--- config.mk ---
export PLATFORM = sky130hd
export DESIGN_NAME = scan_chain_ctrl
export DESIGN_NICKNAME = d
export VERILOG_FILES = /design/src/rtl/scan_chain_ctrl.sv
export SDC_FILE = /design/constraint.sdc
export NUM_CORES = 1
export LEC_CHECK = 0
export BUFFER_PORTS_ARGS = -buffer_cell sky130_fd_sc_hd__buf_2
export CORE_ASPECT_RATIO = 1.75
export CORE_MARGIN = 10
export CORE_UTILIZATION = 55
export DETAILED_ROUTE_END_ITERATION = 10
export GPL_TIMING_DRIVEN = 1
export PLACE_DENSITY_LB_ADDON = 0.25
export SYNTH_ARGS = -nofsm -noshare
export SYNTH_HDL_FRONTEND = slang
export SYNTH_SLANG_ARGS = --single-unit
--- constraint.sdc ---
create_clock -name clk -period 2.94 [get_ports clk]
set_input_delay 0.294 -clock clk [delete_from_list [all_inputs] [get_ports clk]]
set_output_delay 0.294 -clock clk [all_outputs]
set_load 0.005 [all_outputs]
--- src/rtl/scan_chain_ctrl.sv ---
// scan_chain_ctrl: sequences one load / capture / unload pass over a scan chain
// of CHAIN_LEN flops. Patterns arrive and responses leave on valid/ready
// handshakes; every output is a decode of registered state.
module scan_chain_ctrl #(
  parameter int       CHAIN_LEN = 8,
  parameter int       CNT_W     = 4,
  parameter bit       FILL_BIT  = 1'b0
) (
  input  logic                 clk,
  input  logic                 rst,
  input  logic                 abort,
  input  logic                 pat_valid,
  output logic                 pat_ready,
  input  logic [CHAIN_LEN-1:0] pat_data,
  output logic                 scan_en,
  output logic                 scan_in,
  input  logic                 scan_out,
  output logic                 resp_valid,
  input  logic                 resp_ready,
  output logic [CHAIN_LEN-1:0] resp_data,
  output logic                 busy,
  output logic [15:0]          pat_cnt
);

  typedef enum logic [2:0] {
    IDLE,
    SHIFT,
    CAPTURE,
    UNLOAD,
    DONE
  } state_t;

  localparam logic [CNT_W-1:0] LAST = CNT_W'(CHAIN_LEN - 1);

  state_t               state_q, state_d;
  logic [CNT_W-1:0]     cnt_q, cnt_d;
  logic [CHAIN_LEN-1:0] sh_q, sh_d;
  logic [CHAIN_LEN-1:0] resp_q, resp_d;
  logic [15:0]          pat_cnt_r, pat_cnt_d;

  // State and datapath registers, synchronous reset.
  always_ff @(posedge clk) begin
    // NOTE: state registers use non-blocking assignments so every flop samples
    // the pre-edge values of the others, independent of statement order.
    if (rst) begin
      state_q   <= IDLE;
      cnt_q     <= '0;
      sh_q      <= '0;
      resp_q    <= '0;
      pat_cnt_r <= '0;
    end else begin
      state_q   <= state_d;
      cnt_q     <= cnt_d;
      sh_q      <= sh_d;
      resp_q    <= resp_d;
      pat_cnt_r <= pat_cnt_d;
    end
  end

  // Next-state and datapath updates; abort outranks every handshake.
  always_comb begin
    // NOTE: every signal gets a hold default first, so no path through the
    // case can leave one unassigned and infer a latch.
    state_d   = state_q;
    cnt_d     = cnt_q;
    sh_d      = sh_q;
    resp_d    = resp_q;
    pat_cnt_d = pat_cnt_r;

    if (abort && state_q != IDLE) begin
      state_d = IDLE;
      cnt_d   = '0;
    end else begin
      unique case (state_q)
        IDLE: begin
          // An abort in IDLE blocks acceptance of the pattern on offer.
          if (pat_valid && !abort) begin
            sh_d    = pat_data;
            cnt_d   = '0;
            state_d = SHIFT;
          end
        end
        SHIFT: begin
          sh_d = {sh_q[CHAIN_LEN-2:0], 1'b0};
          if (cnt_q == LAST) begin
            cnt_d   = '0;
            state_d = CAPTURE;
          end else begin
            cnt_d = cnt_q + CNT_W'(1);
          end
        end
        CAPTURE: begin
          cnt_d   = '0;
          state_d = UNLOAD;
        end
        UNLOAD: begin
          // First bit out is flop CHAIN_LEN-1, so it lands in the MSB.
          resp_d = {resp_q[CHAIN_LEN-2:0], scan_out};
          if (cnt_q == LAST) begin
            cnt_d   = '0;
            state_d = DONE;
          end else begin
            cnt_d = cnt_q + CNT_W'(1);
          end
        end
        DONE: begin
          if (resp_ready) begin
            pat_cnt_d = pat_cnt_r + 16'd1;
            cnt_d     = '0;
            state_d   = IDLE;
          end
        end
        default: begin
          cnt_d   = '0;
          state_d = IDLE;
        end
      endcase
    end
  end

  // Moore output decode from registered state only.
  always_comb begin
    pat_ready  = (state_q == IDLE);
    busy       = (state_q != IDLE);
    scan_en    = (state_q == SHIFT) || (state_q == UNLOAD);
    resp_valid = (state_q == DONE);
    resp_data  = resp_q;
    pat_cnt    = pat_cnt_r;
    scan_in    = 1'b0;
    if (state_q == SHIFT)       scan_in = sh_q[CHAIN_LEN-1];
    else if (state_q == UNLOAD) scan_in = FILL_BIT;
  end

endmodule

# --- Yosys cells after proc, flatten, opt, wreduce, memory -nomap -nowiden ---
# Index checks and enable logic that the tools add are counted.
classes:
  reduce_logical: 14
  n_eq_ne: 9
  addsub: 2
  mux: 12
  bitwise_logic: 1
ops:
  columns: ["cell", "count"]
  rows:
  - ["$add A16 B1 Y16 const B", 1]
  - ["$pmux W8 S2", 1]
  - ["$pmux W3 S5", 1]
  - ["$mux W3", 4]
  - ["$mux W4", 3]
  - ["$pmux W4 S3", 1]
  - ["$mux W8", 1]
  - ["$eq A3 B2 Y1 const B", 2]
  - ["$reduce_and A3 Y1", 2]
  - ["$add A4 B1 Y4 const B", 1]
  - ["$eq A4 B3 Y1 const B", 1]
  - ["$ne A2 B1 Y1 const B", 2]
  - ["$ne A2 B2 Y1 const B", 2]
  - ["$reduce_and A2 Y1", 2]
  - ["$reduce_and A4 Y1", 1]
  - ["$reduce_or A2 Y1", 2]
  - ["$eq A3 B1 Y1 const B", 1]
  - ["$eq A3 B3 Y1 const B", 1]
  - ["$logic_not A3 Y1", 1]
  - ["$reduce_bool A3 Y1", 1]
  - ["$logic_and A1 B1 Y1", 2]
  - ["$reduce_bool A2 Y1", 1]
  - ["$logic_not A1 Y1", 1]
  - ["$logic_or A1 B1 Y1", 1]
  - ["2 further kinds", 2]
totals:
  inputBits: 14
  output_inout_bits: 29
  ff_bits: 39
  wordCells: 43

# --- Depth between registers and ports, before layout ---
depth:
  depth_word: 4
  ltp_mapped: 6
  ltp_nobuf: 5

# --- Least setup slack after synthesis ---
# OpenSTA, ideal clock, no wires.
synth_path:
  path_type: "reg2reg"
  startpoint: "register pat_cnt_r[1], in the netlist pat_cnt[1]"
  endpoint: "register pat_cnt_r[14], in the netlist pat_cnt[14]"
  t_arrival_ps: 1470
  path_stages_with_launch: 6
  required_ps: 2869
  setup_ps: 71
  n_path_buf: 0
  period_less_slack_ps: 1540
  path_slack_ps: 1400
  cell_sequence: "dfxtp_1 > ha_1 > and3_1 > nand4_2 > or4_1 > a21oi_1"
synth_via:
  elab_chain_len: 1
synth_lines:
  columns: ["item", "line_no", "rtl"]
  rows:
  - ["start, declared", "39", "logic [15:0] pat_cnt_r, pat_cnt_d;"]
  - ["start signal, assigned", "56", "pat_cnt_r <= pat_cnt_d;"]
  - ["$add A16 B1 Y16", "108", "pat_cnt_d = pat_cnt_r + 16'd1;"]
# No other way between the ends.
# A chain may end at the register's enable or synchronous reset.

# --- Worst setup path in the final report ---
layout_path:
  startpoint: "register state_q[2]"
  endpoint: "output scan_in"
layout_via:
  elab_chain_len: 2
layout_lines:
  columns: ["item", "line_no", "rtl"]
  rows:
  - ["start, declared", "35", "state_t state_q, state_d;"]
  - ["start signal, assigned", "52", "state_q <= state_d;"]
  - ["$eq A3 B1 Y1", "130", "if (state_q == SHIFT) scan_in = sh_q[CHAIN_LEN-1];"]
  - ["$mux W1", "130", null]
  - ["end, declared", "16", "output logic scan_in,"]
# No other way between the ends.

==> metrics.cfg <==
[cts]
clk_path_buf_depth = 2
clock_sinks = 39
cts_root_buffer = clkbuf_8
cts_buffers = 5
ctsHoldBuffers = 0
htreeDepth = 2
postCtsSetupBuffers = 0
insertion_delay_ps = 290
cts_resized = 0
clkTransAtPathRegs_ps = 70
cts_tree = done

[timing]
rsz0062_at_grt = no
worstMarginPinSlew_ps = 746.1
fin_setup_tns_ps = 0
setup_ws_ps = 842.9
hold_viol = 0
slew_headroom = 0.4989
skew_ps = 4.703
fin_crit_sh = 0.7133
timing.fmax_mhz = 476.8
setup_viol = 0
maxSlewViolCount = 0
fin_crit_ps = 2097

[placed_design]
dp_hpwl_um = 2991
dp_slack_ps = 1131
port-buffer-count = 42
place.gp.congestion = 0.8349

[yosys]
yosysTopAreaCellShare = 0.4345
ys_warn_count = 0
ys_types = 41
synthTopCellsByArea = dfxtp_1 43%, nor2_1 6.3%, mux2i_1 5.0%
synthesis.area_mm2 = 0.001797
ys.flop_type = dfxtp_1
synth_cells = 199
ys_seq_area_frac = 0.4345
ys_async_sr_fraction = 0
synth.ff_latch_count = 39
synth-edff-count = 0
synth_nets = 215
synth_top_cell_by_area = dfxtp_1
avgSynthCellArea_um2 = 9.029

[global_routing]
grt_pass1_vias = 1617
grt_pass1_wl_um = 6810
antenna_found_initial = 0
overflow = 0
busiest_layer = met2
grtUsageMet2 = 0.2534
use_met3 = 0.04577
use_met1 = 0.1277
grt_start_max_net_pins = 35
grtUsageTotal = 0.1378

[setup_path]
critPathLaunchType = flip-flop
critical_path_class = flip-flop to primary output
critPathTopFamily = simple AND/OR/NAND/NOR gates
crit_arrival_ps = 1800
crit_slowest_cell = dfxtp_1
path_cells = nand2b_1 > nor2_1 > and2_1 > buf_2
critPathMaxStageDelay_ps = 430
cp-end-kind = primary output
cp.required_ps = 2650
path_max_fanout = 13
worst-path-buf-inv = 1

[route]
drt_wl_total_um = 4052
drt-initial-drc-count = 39
ant_nets = 0
wl_per_cell_um = 14.27
first_pass_iters = 4
viasPerCell = 5.623
drc = 0
num_vias = 1597

[pwr]
power_leakage_nw = 0.8597
ir_worst_vdd_mv = 0.4422
power.density_mw_per_mm2 = 501.3

[cells_and_area]
utilization = 0.6830
final_common_cell = buf_2
antenna_cells = 0
nets = 256
layout-drive-gt1-share = 0.2448
area_growth_pct = 19.43
most-common-layout-cells = 42 x buf_2, 39 x dfxtp_1, 30 x nor2_1

[die]
coreArea_mm2 = 0.003142
die_x_um = 63.21
die-area_mm2 = 0.006043
die_h_um = 95.61
num_rows = 27
initial_utilization = 0.5719
io_pins = 43

[run]
drv_cap = 0

[worst_hold_path]
hold_class = primary input to flip-flop

[outcome]
status = completed

-- stage by stage --
step           instance area (um2)  power [mW]  std cells  hold WS [ps]
2_1_floorplan                 1797      0.6033        199         429.0
3_3_place_gp                  2028      0.6258        276         442.5
3_5_place_dp                  2028      0.6261        276         453.3
4_1_cts                       2146       1.085        284         269.1
5_1_grt                       2146       1.112        284         300.9
6_report                      2146       1.076        284         257.2
-- metal layers --
| metal | vias to the layer above | part of all wire |
|---|---|---|
| met2 | 42 | 0.52 |
| met1 | 742 | 0.38 |
| li1 | 798 | - |
| met5 | - | 0 |
| met3 | 15 | 0.060 |
| met4 | 0 | 0.038 |
-- kinds of logic after synthesis --
| logic type | after synthesis | share of synthesized area |
|---|---|---|
| xor gates and xnor gates | 8 | 0.03899 |
| muxes | 9 | 0.05014 |
| buffers and inverters | 13 | 0.03064 |
| and+or+nand+nor | 89 | 0.2911 |
| DFF | 39 | 0.4345 |
| AOI/OAI and AO/OA | 39 | 0.1407 |
| adders and majority gates | 2 | 0.01393 |
-- power breakdown --
group          internal (mW)  switching [mW]
clock network          0.275           0.187
logic                 0.0262          0.0406
registers              0.539         0.00796
total                  0.840           0.236
-- sequential cells by signal, indices dropped and copies added (netlist names) --
signal     cells
pat_cnt       16
resp_data      8
sh_q           8
cnt_q          4
state_q        3
-- cells in the mapped netlist (all sizes together), types with 4 or more instances --
master	n
dfxtp	39
a311oi	7
clkbuf	5
nand2	13
a21oi	12
nand4	7
o21ai	12
nand3	6
nor3	5
xnor2	4
or3	4
buf	4
nor2	30
mux2i	9
xor2	4
inv	4
-- worst min-delay path, stage by stage --
cell     delay, ps
buf_2           80
mux2i_1         50
nor2_1          90
-- worst paths after layout --
check                  start           end  slack [ps]  depth (start not counted)
setup / recovery  state_q[2]       scan_in         840                          4
hold / removal      scan_out  resp_data[0]         260                          3
setup reg to reg  state_q[2]   pat_cnt[14]        1110                          4
hold reg to reg     cnt_q[3]      cnt_q[3]         470                          1
-- cell type report --
cell class	count	area [um2]
Fill cell	293	996.0
Clock buffer	6	82.58
Clock inverter	2	35.03
Inverter	4	15.01
Timing Repair Buffer	43	217.7
Tap cell	43	53.80
Multi-Input combinational cell	147	960.9
Sequential cell	39	780.7
Power figures use the tool's default switching activity.
